===== config.mk =====
export PLATFORM = sky130hd
export DESIGN_NAME = multicycle_sequencer_flat
export DESIGN_NICKNAME = d
export VERILOG_FILES = /design/src/rtl/multicycle_sequencer_if.sv /design/src/rtl/multicycle_sequencer.sv /design/src/flat_wrapper.sv
export SDC_FILE = /design/constraint.sdc
export NUM_CORES = 1
export LEC_CHECK = 0
export BUFFER_PORTS_ARGS = -buffer_cell sky130_fd_sc_hd__clkbuf_2
export CORE_MARGIN = 4
export CORE_UTILIZATION = 49
export CTS_BUF_LIST = sky130_fd_sc_hd__clkbuf_16
export CTS_CLUSTER_SIZE = 30
export DETAILED_ROUTE_END_ITERATION = 12
export PLACE_DENSITY = 0.83
export SYNTH_ARGS = -nofsm -noshare
export SYNTH_HDL_FRONTEND = slang
export SYNTH_SLANG_ARGS = --single-unit

===== constraint.sdc =====
create_clock -name clock -period 1.9 [get_ports clock]
set_input_delay 0.38 -clock clock [delete_from_list [all_inputs] [get_ports clock]]
set_output_delay 0.38 -clock clock [all_outputs]
set_load 0.02 [all_outputs]

===== src/rtl/multicycle_sequencer_if.sv =====
// multicycle_sequencer_if
//   Groups the sequencer's datapath/memory handshake signals.
//   master : the sequencer (drives controls, reads flags/op/handshakes)
//   slave  : the datapath/memory side (drives flags/op/handshakes)
//   Inputs to sequencer : z_flag, op[OP_W], mem_ready, resume
//   Outputs             : datapath/memory controls, halted, bus_error
interface multicycle_sequencer_if #(parameter int OP_W = 4);
    logic            z_flag;
    logic [OP_W-1:0] op;
    logic            mem_ready;
    logic            resume;

    logic ACC_bus, load_ACC, PC_bus, load_PC, load_IR, load_MAR;
    logic MDR_bus, load_MDR, ALU_ACC, ALU_add, ALU_sub, ALU_xor;
    logic INC_PC, Addr_bus, CS, R_NW;
    logic halted, bus_error;

    modport master (
        input  z_flag, op, mem_ready, resume,
        output ACC_bus, load_ACC, PC_bus, load_PC, load_IR, load_MAR,
               MDR_bus, load_MDR, ALU_ACC, ALU_add, ALU_sub, ALU_xor,
               INC_PC, Addr_bus, CS, R_NW, halted, bus_error
    );

    modport slave (
        output z_flag, op, mem_ready, resume,
        input  ACC_bus, load_ACC, PC_bus, load_PC, load_IR, load_MAR,
               MDR_bus, load_MDR, ALU_ACC, ALU_add, ALU_sub, ALU_xor,
               INC_PC, Addr_bus, CS, R_NW, halted, bus_error
    );
endinterface


===== src/rtl/multicycle_sequencer.sv =====
// multicycle_sequencer
//   Control sequencer for a small accumulator machine. Steps each
//   instruction through fetch, decode, address and execute states and
//   waits on mem_ready in the memory (CS=1) states, with a wait-state
//   limit that parks the machine in a sticky ERROR state.
//   Ports:
//     clock : rising-edge system clock
//     reset : asynchronous active-high reset
//     bus   : multicycle_sequencer_if.master (flags, opcode, handshakes
//             in; datapath/memory controls, halted, bus_error out)
//   All outputs are decoded combinationally from the current state, op,
//   z_flag and mem_ready; only state and the wait counter are flops.
module multicycle_sequencer #(
    parameter int WORD_W   = 8,
    parameter int OP_W     = 4,
    parameter int MAX_WAIT = 15
) (
    input  logic                     clock,
    input  logic                     reset,
    multicycle_sequencer_if.master   bus
);

    if (OP_W < 4)     begin : g_bad_op_w   $error("OP_W must be >= 4");     end
    if (MAX_WAIT < 1) begin : g_bad_wait   $error("MAX_WAIT must be >= 1"); end
    if (WORD_W < 1)   begin : g_bad_word_w $error("WORD_W must be >= 1");   end

    localparam int WAIT_W = $clog2(MAX_WAIT + 1);
    // The counter reaches MAX_WAIT on the edge that leaves the
    // MAX_WAIT-th wait cycle, so that is the cycle that diverts to ERROR.
    localparam logic [WAIT_W-1:0] WAIT_LAST = WAIT_W'(MAX_WAIT - 1);

    localparam logic [OP_W-1:0] OP_LOAD  = OP_W'(0);
    localparam logic [OP_W-1:0] OP_STORE = OP_W'(1);
    localparam logic [OP_W-1:0] OP_ADD   = OP_W'(2);
    localparam logic [OP_W-1:0] OP_SUB   = OP_W'(3);
    localparam logic [OP_W-1:0] OP_XOR   = OP_W'(4);
    localparam logic [OP_W-1:0] OP_BNE   = OP_W'(5);
    localparam logic [OP_W-1:0] OP_BEQ   = OP_W'(6);
    localparam logic [OP_W-1:0] OP_JMP   = OP_W'(7);
    localparam logic [OP_W-1:0] OP_HALT  = OP_W'(15);

    typedef enum logic [3:0] {
        S_FETCH, S_IFETCH_MEM, S_DECODE, S_ADDR, S_ST_MDR, S_ST_MEM,
        S_OP_MEM, S_LD_ACC, S_ALU, S_BR_TAKE, S_HALT, S_ERROR
    } state_t;

    state_t            state_q, state_d;
    logic [WAIT_W-1:0] wait_q, wait_d;

    logic cs_state;
    assign cs_state = (state_q == S_IFETCH_MEM) || (state_q == S_ST_MEM) ||
                      (state_q == S_OP_MEM);

    // Next state and wait counter. The counter is zero in every non-CS
    // state and only leaves a CS state with mem_ready=1, so every CS
    // state is entered with a cleared counter.
    always_comb begin
        state_d = state_q;
        wait_d  = '0;
        if (cs_state && !bus.mem_ready) begin
            wait_d = wait_q + 1'b1;
            if (wait_q == WAIT_LAST) state_d = S_ERROR;
        end
        case (state_q)
            S_FETCH:      state_d = S_IFETCH_MEM;
            S_IFETCH_MEM: if (bus.mem_ready) state_d = S_DECODE;
            S_DECODE:     state_d = S_ADDR;
            S_ADDR: begin
                case (bus.op)
                    OP_STORE: state_d = S_ST_MDR;
                    OP_HALT:  state_d = S_HALT;
                    OP_JMP:   state_d = S_BR_TAKE;
                    OP_LOAD, OP_ADD, OP_SUB, OP_XOR, OP_BNE, OP_BEQ:
                              state_d = S_OP_MEM;
                    default:  state_d = S_FETCH;  // NOP
                endcase
            end
            S_ST_MDR:     state_d = S_ST_MEM;
            S_ST_MEM:     if (bus.mem_ready) state_d = S_FETCH;
            S_OP_MEM: begin
                if (bus.mem_ready) begin
                    case (bus.op)
                        OP_LOAD:                 state_d = S_LD_ACC;
                        OP_BNE:                  state_d = bus.z_flag ? S_FETCH : S_BR_TAKE;
                        OP_BEQ:                  state_d = bus.z_flag ? S_BR_TAKE : S_FETCH;
                        OP_ADD, OP_SUB, OP_XOR:  state_d = S_ALU;
                        default:                 state_d = S_FETCH;
                    endcase
                end
            end
            S_LD_ACC, S_ALU, S_BR_TAKE: state_d = S_FETCH;
            S_HALT:       if (bus.resume) state_d = S_FETCH;
            S_ERROR:      state_d = S_ERROR;
            default:      state_d = S_FETCH;
        endcase
    end

    always_ff @(posedge clock or posedge reset) begin
        if (reset) begin
            state_q <= S_FETCH;
            wait_q  <= '0;
        end else begin
            state_q <= state_d;
            wait_q  <= wait_d;
        end
    end

    // Control decode. Gated by reset so that the FETCH controls of the
    // reset state do not leak out while reset is held.
    always_comb begin
        bus.ACC_bus   = 1'b0; bus.load_ACC = 1'b0; bus.PC_bus   = 1'b0;
        bus.load_PC   = 1'b0; bus.load_IR  = 1'b0; bus.load_MAR = 1'b0;
        bus.MDR_bus   = 1'b0; bus.load_MDR = 1'b0; bus.ALU_ACC  = 1'b0;
        bus.ALU_add   = 1'b0; bus.ALU_sub  = 1'b0; bus.ALU_xor  = 1'b0;
        bus.INC_PC    = 1'b0; bus.Addr_bus = 1'b0; bus.CS       = 1'b0;
        bus.R_NW      = 1'b0; bus.halted   = 1'b0; bus.bus_error = 1'b0;
        if (!reset) begin
            case (state_q)
                S_FETCH: begin
                    bus.PC_bus = 1'b1; bus.load_MAR = 1'b1;
                    bus.INC_PC = 1'b1; bus.load_PC  = 1'b1;
                end
                S_IFETCH_MEM, S_OP_MEM: begin
                    bus.CS = 1'b1; bus.R_NW = 1'b1;
                end
                S_DECODE:  begin bus.MDR_bus = 1'b1;  bus.load_IR  = 1'b1; end
                S_ADDR:    begin bus.Addr_bus = 1'b1; bus.load_MAR = 1'b1; end
                S_ST_MDR:  begin bus.ACC_bus = 1'b1;  bus.load_MDR = 1'b1; end
                S_ST_MEM:  bus.CS = 1'b1;
                S_LD_ACC:  begin bus.MDR_bus = 1'b1;  bus.load_ACC = 1'b1; end
                S_ALU: begin
                    bus.MDR_bus = 1'b1; bus.ALU_ACC = 1'b1; bus.load_ACC = 1'b1;
                    case (bus.op)
                        OP_ADD:  bus.ALU_add = 1'b1;
                        OP_SUB:  bus.ALU_sub = 1'b1;
                        OP_XOR:  bus.ALU_xor = 1'b1;
                        default: ;
                    endcase
                end
                S_BR_TAKE: begin bus.MDR_bus = 1'b1; bus.load_PC = 1'b1; end
                S_HALT:    bus.halted    = 1'b1;
                S_ERROR:   bus.bus_error = 1'b1;
                default:   ;
            endcase
        end
    end

endmodule


===== src/flat_wrapper.sv =====
// flat-port wrapper written by rule: the top's interface ports become plain ports
module multicycle_sequencer_flat 
#(
    parameter int WORD_W   = 8,
    parameter int OP_W     = 4,
    parameter int MAX_WAIT = 15
)
  (clock, reset, bus_z_flag, bus_op, bus_mem_ready, bus_resume, bus_ACC_bus, bus_load_ACC, bus_PC_bus, bus_load_PC, bus_load_IR, bus_load_MAR, bus_MDR_bus, bus_load_MDR, bus_ALU_ACC, bus_ALU_add, bus_ALU_sub, bus_ALU_xor, bus_INC_PC, bus_Addr_bus, bus_CS, bus_R_NW, bus_halted, bus_bus_error);
  multicycle_sequencer_if #(.OP_W(OP_W)) bus_i ();
  input  logic clock;
  input  logic reset;
  input wire logic [$bits(bus_i.z_flag)-1:0] bus_z_flag;
  input wire logic [$bits(bus_i.op)-1:0] bus_op;
  input wire logic [$bits(bus_i.mem_ready)-1:0] bus_mem_ready;
  input wire logic [$bits(bus_i.resume)-1:0] bus_resume;
  output wire logic [$bits(bus_i.ACC_bus)-1:0] bus_ACC_bus;
  output wire logic [$bits(bus_i.load_ACC)-1:0] bus_load_ACC;
  output wire logic [$bits(bus_i.PC_bus)-1:0] bus_PC_bus;
  output wire logic [$bits(bus_i.load_PC)-1:0] bus_load_PC;
  output wire logic [$bits(bus_i.load_IR)-1:0] bus_load_IR;
  output wire logic [$bits(bus_i.load_MAR)-1:0] bus_load_MAR;
  output wire logic [$bits(bus_i.MDR_bus)-1:0] bus_MDR_bus;
  output wire logic [$bits(bus_i.load_MDR)-1:0] bus_load_MDR;
  output wire logic [$bits(bus_i.ALU_ACC)-1:0] bus_ALU_ACC;
  output wire logic [$bits(bus_i.ALU_add)-1:0] bus_ALU_add;
  output wire logic [$bits(bus_i.ALU_sub)-1:0] bus_ALU_sub;
  output wire logic [$bits(bus_i.ALU_xor)-1:0] bus_ALU_xor;
  output wire logic [$bits(bus_i.INC_PC)-1:0] bus_INC_PC;
  output wire logic [$bits(bus_i.Addr_bus)-1:0] bus_Addr_bus;
  output wire logic [$bits(bus_i.CS)-1:0] bus_CS;
  output wire logic [$bits(bus_i.R_NW)-1:0] bus_R_NW;
  output wire logic [$bits(bus_i.halted)-1:0] bus_halted;
  output wire logic [$bits(bus_i.bus_error)-1:0] bus_bus_error;
  assign bus_i.z_flag = bus_z_flag;
  assign bus_i.op = bus_op;
  assign bus_i.mem_ready = bus_mem_ready;
  assign bus_i.resume = bus_resume;
  assign bus_ACC_bus = bus_i.ACC_bus;
  assign bus_load_ACC = bus_i.load_ACC;
  assign bus_PC_bus = bus_i.PC_bus;
  assign bus_load_PC = bus_i.load_PC;
  assign bus_load_IR = bus_i.load_IR;
  assign bus_load_MAR = bus_i.load_MAR;
  assign bus_MDR_bus = bus_i.MDR_bus;
  assign bus_load_MDR = bus_i.load_MDR;
  assign bus_ALU_ACC = bus_i.ALU_ACC;
  assign bus_ALU_add = bus_i.ALU_add;
  assign bus_ALU_sub = bus_i.ALU_sub;
  assign bus_ALU_xor = bus_i.ALU_xor;
  assign bus_INC_PC = bus_i.INC_PC;
  assign bus_Addr_bus = bus_i.Addr_bus;
  assign bus_CS = bus_i.CS;
  assign bus_R_NW = bus_i.R_NW;
  assign bus_halted = bus_i.halted;
  assign bus_bus_error = bus_i.bus_error;
  multicycle_sequencer #(.WORD_W(WORD_W), .OP_W(OP_W), .MAX_WAIT(MAX_WAIT)) u_core (.clock(clock), .reset(reset), .bus(bus_i));
endmodule

==> summary.txt <==
Place
  – Global placement routability congestion: around 0.80
  – Port buffer count: 26
  – Place WS: -0.339 ps
  – Dpl hpwl: roughly 1.6 mm

Floorplan
  – Initial Util: 0.531
  – Top Ports: 27
  – Rows: 14
  – Full die area: 0.00239 sq mm
  – Die W: ~50 um
  – Core ar.: 0.00154 sq mm
  – Die height: between 40 and 50 um

Yosys
  – Syn. warnings: 0
  – Largest area contributor in the netlist: dfrtp_1
  – Sequential cell area fraction in the yosys report: 0.245
  – #FFs+latches synth: 8
  – Syn Nets: roughly 120
  – Synth top area cells: dfrtp_1 24%, nor2_1 6.4%, nand2b_1 4.6%, a211o_1 3.2%, xor2_1 3.2%
  – Yosys cell types: 43
  – Synthesized cell area: 818 sq um
  – Area share of the largest cell type after synthesis: 0.245
  – Avg Inst Size Synth: 7.72 sq um
  – Post-Syn Instances: 106

STA
  – Worst Max-Slew Pin Slew: 546 ps
  – Post-route worst setup slack: -190 ps
  – Final setup violation count: 6
  – RSZ-0062 raised after global routing: true
  – Setup TNS: -640 ps
  – WHS: 150 ps
  – Layout Skew: about 4.5 ps
  – Max frequency: 0.479 GHz
  – Final min period: approximately 2100 ps
  – Relative slew margins: 0.633
  – Hold Vio Cnt, Final: 0
  – Final Max Slew Viols: 0
  – Period utilization: 1.10

Worst setup path
  – CP max stage delay: 460 ps
  – Worst EP required: 1520 ps
  – CP max-delay cell: or4_4
  – Crit path DAT: 1710 ps
  – Max FO, Critical Path: 3
  – Critical R2R Capture: u_core.state_q[3]$_DFF_PP0_
  – Critical path endpoint category: output pin
  – CP Launch Point: u_core.state_q[2]$_DFF_PP0_
  – RR Startpoint: u_core.state_q[0]$_DFF_PP0_
  – Crit Path Class: register to output pin
  – CP cell instances: and2b_2, nand2_2, or4_4, nor3b_4, buf_6
  – End of the critical path: bus_ALU_add
  – R2R depth: 6
  – Worst reg2reg setup slack: 170 ps
  – Crit start category: register

Power
  – Comb pwr share: 0.584
  – PD cells: 1200 mW/mm^2
  – Lkg Pwr: about 0.57 nW
  – Max IR drop VDD: about 0.0009 V
  – Sw Ratio: 0.413
  – Clock share of power: 0.247
  – Share of power burned in registers: 0.169
  – Psw: 589 uW
  – Pint: 835 uW

Layout
  – Fraction of layout cells with a size suffix above 1: 0.401
  – Layout Area Growth over Synthesis: 44.6%
  – Final nets: 150
  – Antenna Cells: 0

Global routing
  – Pin count of the biggest net entering global routing: 14
  – Vias in the first global route: 868
  – Grt met1 use: 0.228
  – First-pass GRT wire length: 3.88 mm
  – Gr ovfl total: 0
  – Met3 Resource Use GR: 0.0489
  – Initial antenna violation count: 0
  – Total GRT Usage: 0.203
  – GR peak layer: met2
  – Met2 global-route usage: 0.354

Flow run
  – Max_cap viols: 0

Clocking
  – Clock Sinks: 8
  – Buffer depth of the longest clock path: 2
  – Clock tree from TritonCTS: built
  – CTS buffer count: 3
  – CTS H-tree depth: 1
  – Worst-path clk slew: 40 ps
  – Clk Latency, worst-skew pair: between 200 and 250 ps
  – CTS root buf: clkbuf_16

Route
  – DRT Pass-1 Iters: 4
  – Drt wl/cell: 15.1 um
  – Vias: about 900
  – DRC viols: 0
  – Vias per cell: roughly 6
  – 1st-iter DRT viols: 32
  – Routed Antenna Nets: 0
  – Routed wire length: around 2.3 mm

Status
  – Status: complete, but fails checks
  – Failing checks: negative setup slack

Hold path
  – Hold Crit Class: input port to async pin
-- layout make-up --
| cell class | instances | area, sq um |
|---|---|---|
| Multi-Input combinational cell | 84 | 603 |
| Fill cell | 117 | 358 |
| Timing Repair Buffer | 37 | 267 |
| Sequential cell | 8 | 200 |
| Clock buffer | 3 | 75.1 |
| Tap cell | 16 | 20.0 |
| Inverter | 5 | 18.8 |
-- cell usage after synthesis --
cell type	number
o32ai_1	1
and2b_2	1
nand4_1	1
nand2_2	1
nand2b_1	6
or4_4	1
dfrtp_1	8
a22oi_1	1
a211oi_1	2
and2b_1	1
mux2i_1	1
o41ai_1	2
nor3_2	2
o21a_1	1
o21ai_1	1
nand3b_1	2
ha_1	2
o21ai_0	3
or2_1	2
nand3_1	5
nor3_1	3
inv_1	4
buf_4	3
a221o_1	1
nor2b_1	2
mux2_2	1
clkbuf_1	2
xor2_1	3
nor3b_2	1
a32oi_1	2
buf_2	4
nor4b_1	1
nor4_1	2
or3_1	1
a211o_1	3
xnor2_1	1
a21oi_1	5
inv_2	1
or2b_1	1
nand2_1	4
nor2_1	14
o31ai_1	1
and3_1	2
-- sequential cells by signal, summed over array words and instances, names as in the netlist --
| name | count |
|---|---|
| u_core.state_q | 4 |
| u_core.wait_q | 4 |
-- kinds of logic (layout without fill, tap and decap cells) --
| logic type | Yosys count | after routing | share of synthesized area |
|---|---|---|---|
| compound gates | 23 | 23 | 0.199 |
| xor+xnor | 4 | 4 | 0.0428 |
| fa+ha+maj | 2 | 2 | 0.0306 |
| buf+inv | 14 | 45 | 0.0841 |
| flops | 8 | 8 | 0.245 |
| mux | 2 | 2 | 0.0260 |
| simple gates | 53 | 53 | 0.373 |
-- metal layers --
| metal | share of wire | routed length [um] |
|---|---|---|
| met1 | 0.36 | 841 |
| met2 | 0.52 | 1200 |
| met3 | 0.081 | 187 |
| met4 | 0.035 | 81 |
| met5 | 0 | 0 |
-- power by group through the flow --
stage                     Combinational, mW  Sequential, mW  Clock (mW)
after global routing                  0.911           0.248       0.364
after floorplan                       0.528           0.240           0
after detailed placement              0.703           0.240           0
after CTS                             0.773           0.239       0.358
final                                 0.831           0.241       0.351
after global placement                0.688           0.239           0
-- layout by cell type (no fill, tap or decap), drive strengths merged, types with 3 or more instances in the layout --
| master | instances |
|---|---|
| clkbuf | 22 |
| buf | 18 |
| nor2 | 14 |
| dfrtp | 8 |
| nand2b | 6 |
| nand3 | 5 |
| a21oi | 5 |
| inv | 5 |
| nand2 | 5 |
| nor3 | 5 |
| o21ai | 4 |
| a211o | 3 |
| xor2 | 3 |
-- what timing repair did --
| action | CTS | global route |
|---|---|---|
| setup endpoints to repair | 8 | 11 |
| setup buffers | 2 | 3 |
| hold buffers | 0 | 0 |
| pin swaps | 3 | 2 |
| hold endpoints to repair | 0 | 0 |
| resized for setup | 13 | 16 |
-- critical path, delay by kind of cell, from the launching register on --
| kind | cells | cell delay [ps] |
|---|---|---|
| simple gates | 4 | 960 |
| flops | 1 | 360 |
| buf+inv | 1 | 140 |
-- worst min path at each step --
stage | endpoint | slack (ps) | cells past startpoint
after floorplan | u_core.state_q[0]$_DFF_PP0_ | 160 | 1
after global placement | u_core.state_q[1]$_DFF_PP0_ | 370 | 3
after detailed placement | u_core.state_q[1]$_DFF_PP0_ | 380 | 3
after CTS | u_core.state_q[1]$_DFF_PP0_ | 140 | 3
after global routing | u_core.state_q[1]$_DFF_PP0_ | 170 | 3
final | u_core.state_q[1]$_DFF_PP0_ | 150 | 3
-- metrics by stage --
stage / area [sq um] / instances / power [mW] / utilization
global route: 1180 / 153 / 1.52 / 0.768
detailed placement: 992 / 147 / 0.944 / 0.644
floorplan: 832 / 106 / 0.768 / -
CTS: 1130 / 152 / 1.37 / 0.736
finish: 1180 / 153 / 1.42 / 0.768
global placement: 992 / 147 / 0.927 / 0.644
No activity file was read; power rests on OpenSTA's default activity.
